===== config.mk =====
export PLATFORM = sky130hd
export DESIGN_NAME = dm_port_arbiter_flat
export DESIGN_NICKNAME = d
export VERILOG_FILES = /design/src/rtl/dm_pkg.sv /design/src/rtl/dm_port_arbiter_if.sv /design/src/rtl/dm_clear_seq.sv /design/src/rtl/dm_port_arbiter.sv /design/src/flat_wrapper.sv
export SDC_FILE = /design/constraint.sdc
export NUM_CORES = 1
export LEC_CHECK = 0
export CORE_AREA = 2 2 107 109
export CTS_CLUSTER_DIAMETER = 50
export DETAILED_ROUTE_END_ITERATION = 12
export DIE_AREA = 0 0 109 111
export PLACE_DENSITY = 0.73
export SKIP_CTS_REPAIR_TIMING = 1
export SLEW_MARGIN = 20
export SYNTH_ARGS = -nofsm -noshare
export SYNTH_HDL_FRONTEND = slang
export SYNTH_SLANG_ARGS = --single-unit

===== constraint.sdc =====
create_clock -name clk -period 2.1 [get_ports clk]
set_clock_uncertainty 0.05 [all_clocks]
set_input_delay 0.42 -clock clk [delete_from_list [all_inputs] [get_ports clk]]
set_output_delay 0.42 -clock clk [all_outputs]
set_load 0.02 [all_outputs]

===== src/rtl/dm_pkg.sv =====
// Shared data-memory definitions for the MEM stage and its port arbiter.
// Holds the arbiter state type, default depth and load/store opcodes.
package dm_pkg;

  typedef enum logic {
    CLEAR,
    RUN
  } dm_state_t;

  localparam int DM_ADDR_W = 10;

  localparam logic [5:0] op_lw = 6'b100011;
  localparam logic [5:0] op_sw = 6'b101011;

endpackage


===== src/rtl/dm_port_arbiter_if.sv =====
// Bus bundle around the data-memory arbiter: CPU side,
// external master side and the one-port memory side.
interface dm_port_arbiter_if #(
  parameter int ADDR_W = 10
) ();

  logic              cpu_re;
  logic              cpu_we;
  logic [31:0]       cpu_addr;
  logic [31:0]       cpu_wdata;
  logic [31:0]       cpu_rdata;
  logic              cpu_stall;

  logic              ext_req;
  logic              ext_we;
  logic [31:0]       ext_addr;
  logic [31:0]       ext_wdata;
  logic              ext_gnt;
  logic [31:0]       ext_rdata;
  logic              ext_rvalid;

  logic              busy;

  logic              mem_we;
  logic [ADDR_W-1:0] mem_addr;
  logic [31:0]       mem_wdata;
  logic [31:0]       mem_rdata;

  modport slave (
    input  cpu_re, cpu_we, cpu_addr, cpu_wdata,
    output cpu_rdata, cpu_stall,
    input  ext_req, ext_we, ext_addr, ext_wdata,
    output ext_gnt, ext_rdata, ext_rvalid,
    output busy,
    output mem_we, mem_addr, mem_wdata,
    input  mem_rdata
  );

  modport master (
    output cpu_re, cpu_we, cpu_addr, cpu_wdata,
    input  cpu_rdata, cpu_stall,
    output ext_req, ext_we, ext_addr, ext_wdata,
    input  ext_gnt, ext_rdata, ext_rvalid,
    input  busy,
    input  mem_we, mem_addr, mem_wdata,
    output mem_rdata
  );

endinterface


===== src/rtl/dm_clear_seq.sv =====
// Post-reset clear sweep index counter; done marks the last word.
// Counts only while enabled and wraps back to zero after the last index.
module dm_clear_seq
  import dm_pkg::*;
#(
  parameter int ADDR_W = DM_ADDR_W
) (
  input  logic              clk,
  input  logic              reset,
  input  logic              en,
  output logic [ADDR_W-1:0] idx,
  output logic              done
);

  localparam logic [ADDR_W-1:0] LAST = '1;

  always_ff @(posedge clk) begin
    if (reset) begin
      idx <= '0;
    end else if (en) begin
      idx <= idx + 1'b1;
    end
  end

  assign done = en && (idx == LAST);

endmodule


===== src/rtl/dm_port_arbiter.sv =====
// Shares the data-memory port between the MEM stage and an external
// master, with a clear sweep after reset and a starvation guard.
module dm_port_arbiter
  import dm_pkg::*;
#(
  parameter int ADDR_W       = DM_ADDR_W,
  parameter int STARVE_LIMIT = 4,
  parameter bit CLEAR_EN     = 1'b1
) (
  input  logic             clk,
  input  logic             reset,
  dm_port_arbiter_if.slave bus
);

  localparam logic [3:0] LIM = 4'(STARVE_LIMIT);

  dm_state_t         state_q;
  dm_state_t         state_d;
  logic [3:0]        starve_q;
  logic [31:0]       ext_rdata_q;
  logic              ext_rvalid_q;
  logic [ADDR_W-1:0] clr_idx;
  logic              clr_done;

  logic [ADDR_W-1:0] cpu_idx;
  logic [ADDR_W-1:0] ext_idx;
  logic              cpu_acc;
  logic              forced;
  logic              gnt;
  logic              stall;
  logic              we;
  logic [ADDR_W-1:0] addr;
  logic [31:0]       wdata;

  dm_clear_seq #(
    .ADDR_W(ADDR_W)
  ) u_clr (
    .clk  (clk),
    .reset(reset),
    .en   (state_q == CLEAR),
    .idx  (clr_idx),
    .done (clr_done)
  );

  assign cpu_idx = bus.cpu_addr[ADDR_W+1:2];
  assign ext_idx = bus.ext_addr[ADDR_W+1:2];
  assign cpu_acc = bus.cpu_re | bus.cpu_we;
  assign forced  = bus.ext_req && (starve_q == LIM);

  always_comb begin
    state_d = state_q;
    gnt     = 1'b0;
    stall   = 1'b0;
    we      = 1'b0;
    addr    = cpu_idx;
    wdata   = bus.cpu_wdata;
    if (state_q == CLEAR) begin
      stall = 1'b1;
      we    = 1'b1;
      addr  = clr_idx;
      wdata = '0;
      if (clr_done) state_d = RUN;
    end else if (forced) begin
      gnt   = 1'b1;
      stall = cpu_acc;
      we    = bus.ext_we;
      addr  = ext_idx;
      wdata = bus.ext_wdata;
    end else if (cpu_acc) begin
      we    = bus.cpu_we;
    end else if (bus.ext_req) begin
      gnt   = 1'b1;
      we    = bus.ext_we;
      addr  = ext_idx;
      wdata = bus.ext_wdata;
    end
  end

  always_ff @(posedge clk) begin
    if (reset) begin
      state_q      <= CLEAR_EN ? CLEAR : RUN;
      starve_q     <= '0;
      ext_rdata_q  <= '0;
      ext_rvalid_q <= 1'b0;
    end else begin
      state_q      <= state_d;
      ext_rvalid_q <= gnt && !bus.ext_we;
      if (gnt && !bus.ext_we) ext_rdata_q <= bus.mem_rdata;
      // Losses are only counted once the port is actually contended in RUN
      if (state_q == RUN && bus.ext_req && !gnt)
        starve_q <= (starve_q == LIM) ? LIM : starve_q + 4'd1;
      else
        starve_q <= '0;
    end
  end

  assign bus.cpu_rdata  = bus.mem_rdata;
  assign bus.cpu_stall  = stall;
  assign bus.ext_gnt    = gnt;
  assign bus.ext_rdata  = ext_rdata_q;
  assign bus.ext_rvalid = ext_rvalid_q;
  assign bus.busy       = (state_q == CLEAR);
  assign bus.mem_we     = we;
  assign bus.mem_addr   = addr;
  assign bus.mem_wdata  = wdata;

  logic unused;
  assign unused = ^{bus.cpu_addr[31:ADDR_W+2], bus.cpu_addr[1:0],
                    bus.ext_addr[31:ADDR_W+2], bus.ext_addr[1:0]};

endmodule


===== src/flat_wrapper.sv =====
// flat-port wrapper written by rule: the top's interface ports become plain ports
module dm_port_arbiter_flat import dm_pkg::*;
#(
  parameter int ADDR_W       = DM_ADDR_W,
  parameter int STARVE_LIMIT = 4,
  parameter bit CLEAR_EN     = 1'b1
)
  (clk, reset, bus_cpu_re, bus_cpu_we, bus_cpu_addr, bus_cpu_wdata, bus_cpu_rdata, bus_cpu_stall, bus_ext_req, bus_ext_we, bus_ext_addr, bus_ext_wdata, bus_ext_gnt, bus_ext_rdata, bus_ext_rvalid, bus_busy, bus_mem_we, bus_mem_addr, bus_mem_wdata, bus_mem_rdata);
  dm_port_arbiter_if #(.ADDR_W(ADDR_W)) bus_i ();
  input  logic clk;
  input  logic reset;
  input wire logic [$bits(bus_i.cpu_re)-1:0] bus_cpu_re;
  input wire logic [$bits(bus_i.cpu_we)-1:0] bus_cpu_we;
  input wire logic [$bits(bus_i.cpu_addr)-1:0] bus_cpu_addr;
  input wire logic [$bits(bus_i.cpu_wdata)-1:0] bus_cpu_wdata;
  output wire logic [$bits(bus_i.cpu_rdata)-1:0] bus_cpu_rdata;
  output wire logic [$bits(bus_i.cpu_stall)-1:0] bus_cpu_stall;
  input wire logic [$bits(bus_i.ext_req)-1:0] bus_ext_req;
  input wire logic [$bits(bus_i.ext_we)-1:0] bus_ext_we;
  input wire logic [$bits(bus_i.ext_addr)-1:0] bus_ext_addr;
  input wire logic [$bits(bus_i.ext_wdata)-1:0] bus_ext_wdata;
  output wire logic [$bits(bus_i.ext_gnt)-1:0] bus_ext_gnt;
  output wire logic [$bits(bus_i.ext_rdata)-1:0] bus_ext_rdata;
  output wire logic [$bits(bus_i.ext_rvalid)-1:0] bus_ext_rvalid;
  output wire logic [$bits(bus_i.busy)-1:0] bus_busy;
  output wire logic [$bits(bus_i.mem_we)-1:0] bus_mem_we;
  output wire logic [$bits(bus_i.mem_addr)-1:0] bus_mem_addr;
  output wire logic [$bits(bus_i.mem_wdata)-1:0] bus_mem_wdata;
  input wire logic [$bits(bus_i.mem_rdata)-1:0] bus_mem_rdata;
  assign bus_i.cpu_re = bus_cpu_re;
  assign bus_i.cpu_we = bus_cpu_we;
  assign bus_i.cpu_addr = bus_cpu_addr;
  assign bus_i.cpu_wdata = bus_cpu_wdata;
  assign bus_cpu_rdata = bus_i.cpu_rdata;
  assign bus_cpu_stall = bus_i.cpu_stall;
  assign bus_i.ext_req = bus_ext_req;
  assign bus_i.ext_we = bus_ext_we;
  assign bus_i.ext_addr = bus_ext_addr;
  assign bus_i.ext_wdata = bus_ext_wdata;
  assign bus_ext_gnt = bus_i.ext_gnt;
  assign bus_ext_rdata = bus_i.ext_rdata;
  assign bus_ext_rvalid = bus_i.ext_rvalid;
  assign bus_busy = bus_i.busy;
  assign bus_mem_we = bus_i.mem_we;
  assign bus_mem_addr = bus_i.mem_addr;
  assign bus_mem_wdata = bus_i.mem_wdata;
  assign bus_i.mem_rdata = bus_mem_rdata;
  dm_port_arbiter #(.ADDR_W(ADDR_W), .STARVE_LIMIT(STARVE_LIMIT), .CLEAR_EN(CLEAR_EN)) u_core (.clk(clk), .reset(reset), .bus(bus_i));
endmodule

==> reports/summary.json <==
{
  "outcome": "finished with violations",
  "violations": "setup timing",
  "global_route_wire_length_before_repair_um": 17900,
  "clk_pin_slew_worst_setup_hold_paths_ns": 0.06,
  "power_leakage_uw": 0.00234,
  "rows": 39,
  "final_common_cell": "clkdlybuf4s50_1",
  "average_via_count_per_standard_cell": 5.00,
  "die_area_um2": 12100,
  "layout-area-overhead-vs-synth_pct": 93.3,
  "post-dp-hpwl_um": 8890,
  "synthArstFlopShare_pct": 0,
  "tritoncts_num_sinks": 48,
  "grt_use_total_pct": 18.2,
  "diodes": 0,
  "grt_use_met3_pct": 5.23,
  "core_area_um2": 11100,
  "power.density_nw_per_um2": 390,
  "finalWorstSetupSlack_ns": -0.181,
  "globalRouteMet1Util_pct": 22.0,
  "max-clock-path-buffers": 2,
  "synth_top_family_by_area": "simple AND/OR/NAND/NOR gates",
  "area_share_of_and_or_nand_nor_cells_after_synthesis_pct": 27.7,
  "slew_headroom_pct": 57.4,
  "fin_crit_sh_pct": 109,
  "initial_core_util_pct": 29.1,
  "syn-num-nets": 586,
  "grt.met2_usage_pct": 30.6,
  "crit_type": "reg2out",
  "via_count_of_the_first_global_routing_pass": 3654,
  "timing.fmax_ghz": 0.438,
  "timing_worst_slew_pin_value_ns": 0.639,
  "number_of_instances_in_the_synthesized_netlist": 417,
  "final_setup_vio_count": 43,
  "detail-route-antenna-nets": 0,
  "required_ns": 1.63,
  "final_net_count": 799,
  "synthesized_area_fraction_occupied_by_ao_oa_aoi_and_oai_cells_pct": 16.2,
  "avgRoutedWirePerCell_um": 16.6,
  "crit_slowest_cell": "and4b_4",
  "min_period_ns": 2.28,
  "post_synth_xor_xnor_area_pct": 1.63,
  "detail_route.wirelength_um": 12800,
  "top_usage_layer": "met2",
  "synthTopCellsByArea": "dfxtp_1 (30%), nand2b_1 (12%), mux2i_1 (10%)",
  "finalWeightedCongestion": 0.862,
  "detail_route.iter0.violations": 188,
  "drv_slew": 0,
  "worst_endpoint_data_arrival_time_ns": 1.81,
  "critPathCaptureType": "output pin",
  "syn_avg_cell_area_um2": 7.74,
  "crit_fanout": 6,
  "synth_area_leader_cell": "dfxtp_1",
  "cts_tree": "built",
  "critPathLaunchType": "register",
  "number_of_antenna_violations_at_the_first_check_in_global_routing": 0,
  "detail_route.first_pass.iterations": 4,
  "htree_depth": 2,
  "number_of_enable_flip_flop_cells_after_synthesis": 0,
  "ys_ff_latch": 48,
  "post_synthesis_adder_cell_area_fraction_pct": 1.16,
  "timing.critical_path.slowest_cell_delay_ns": 0.36,
  "cp_cell_sequence": "inv_2, ha_4, and4b_4, buf_6, o21ai_0, a21oi_2, buf_4",
  "share_of_layout_cells_above_drive_strength_1_pct": 25.7,
  "gr-total-overflow": 0,
  "setup_repair_after_global_routing_missed_its_margin": "yes",
  "fillers": 1004,
  "ctsRootBufferMaster": "clkbuf_16",
  "synth-warning-count": 0,
  "min-delay-path-class": "reg2reg",
  "synth-main-ff-cell": "dfxtp_1",
  "post-route-drc-count": 0,
  "mostFrequentLayoutCells": "clkdlybuf4s50_1 (182), nand2b_1 (64), buf_4 (57)",
  "post_synth_instance_area_um2": 3230,
  "synth.area.mux_share_pct": 10.6,
  "finalHoldViolCount": 0,
  "grt_start_max_net_pins": 48,
  "drv.max_cap_violation_count": 0,
  "fin_setup_tns_ns": -4.98,
  "route.vias.total": 3873,
  "tritoncts.num_buffers": 5,
  "share_of_the_synthesized_area_in_the_top_cell_type_pct": 29.8,
  "synth_seq_area_share_pct": 29.8,
  "port-buffer-count": 232,
  "clk_latency_ns": 0.29,
  "dieWidth_um": 109,
  "fin_worst_hold_slack_ns": 0.423,
  "yosysUniqueCellTypes": 38,
  "die_height_um": 111,
  "irDropWorstVdd_uv": 413,
  "boundaryPins": 277
}
[layout make-up]
type	instances	area (um2)	share of cell area [%]
inverters	5	18.8	0.301
clock inverters	2	38.8	0.622
flip-flops and latches	48	963	15.4
clock buffers	6	139	2.23
repair buffers	273	2730	43.8
well taps	143	179	2.87
multi-input cells	297	2170	34.8
[metal layers]
metal	wire length [um]	up-vias
met5	0	-
met4	287	0
met3	1230	24
met2	6290	220
li1	-	1846
met1	5010	1783
[where the power goes]
| group | internal (uW) | switching, uW | leakage, uW | total, uW |
|---|---|---|---|---|
| registers | 915 | 7.68 | 0.000388 | 923 |
| clock network | 596 | 347 | 0.0000871 | 944 |
| logic | 348 | 217 | 0.00187 | 566 |
[final timing paths]
kind                                                  to                      from  slack [ns]  depth (start not counted)
worst max-delay path                   bus_mem_wdata[21]        u_core.starve_q[1]       -0.18                          7
worst min-delay path            u_core.bus.ext_rdata[10]  u_core.bus.ext_rdata[10]        0.42                          2
worst max register to register  u_core.bus.ext_rdata[14]        u_core.starve_q[1]        0.20                          9
worst min register to register  u_core.bus.ext_rdata[10]  u_core.bus.ext_rdata[10]        0.42                          2
[cells in the mapped netlist (2+ instances only)]
| cell | n |
|---|---|
| a21oi_1 | 39 |
| a31oi_1 | 10 |
| buf_2 | 6 |
| buf_4 | 32 |
| buf_6 | 3 |
| clkbuf_1 | 26 |
| dfxtp_1 | 48 |
| ha_1 | 3 |
| inv_1 | 4 |
| mux2i_1 | 33 |
| nand2_1 | 7 |
| nand2b_1 | 64 |
| nand3_1 | 45 |
| nand4b_1 | 3 |
| nor2_1 | 19 |
| nor2b_1 | 2 |
| nor4_1 | 2 |
| o21ai_0 | 43 |
| o31ai_1 | 2 |
| or3_1 | 2 |
| or4_1 | 3 |
| xnor2_1 | 3 |
| xor2_1 | 3 |
[per-stage QoR]
| step | total power (uW) | util, % | setup slack (ns) | std cells | area, um2 |
|---|---|---|---|---|---|
| 2_1_floorplan | 1160 | - | 0.0453 | 417 | 3280 |
| 3_3_place_gp | 1460 | 50.9 | -0.852 | 750 | 5640 |
| 3_5_place_dp | 1460 | 50.9 | -0.853 | 750 | 5640 |
| 4_1_cts | 2420 | 52.5 | -0.857 | 758 | 5820 |
| 5_1_grt | 2540 | 56.3 | -0.239 | 774 | 6240 |
| 6_report | 2430 | 56.3 | -0.181 | 774 | 6240 |
[registers in the layout, summed over array words and instances, names as in the netlist]
register,cells
u_core.u_clr.idx,10
u_core.state_q,1
u_core.bus.ext_rvalid,1
u_core.starve_q,4
u_core.bus.ext_rdata,32
[worst max-delay path, delay by kind of cell (launching register included)]
kind	cells	cell delay [ns]
adders and majority gates	1	0.14
AOI/OAI and AO/OA	2	0.29
DFF	1	0.33
buffers and inverters	3	0.42
and+or+nand+nor	1	0.36
[cells by family after synthesis]
logic type / Yosys count
simple gates: 157
compound gates: 97
buf+inv: 72
flops: 48
mux: 34
xor+xnor: 6
fa+ha+maj: 3
Note: power is estimated with default switching activity, not from simulation.
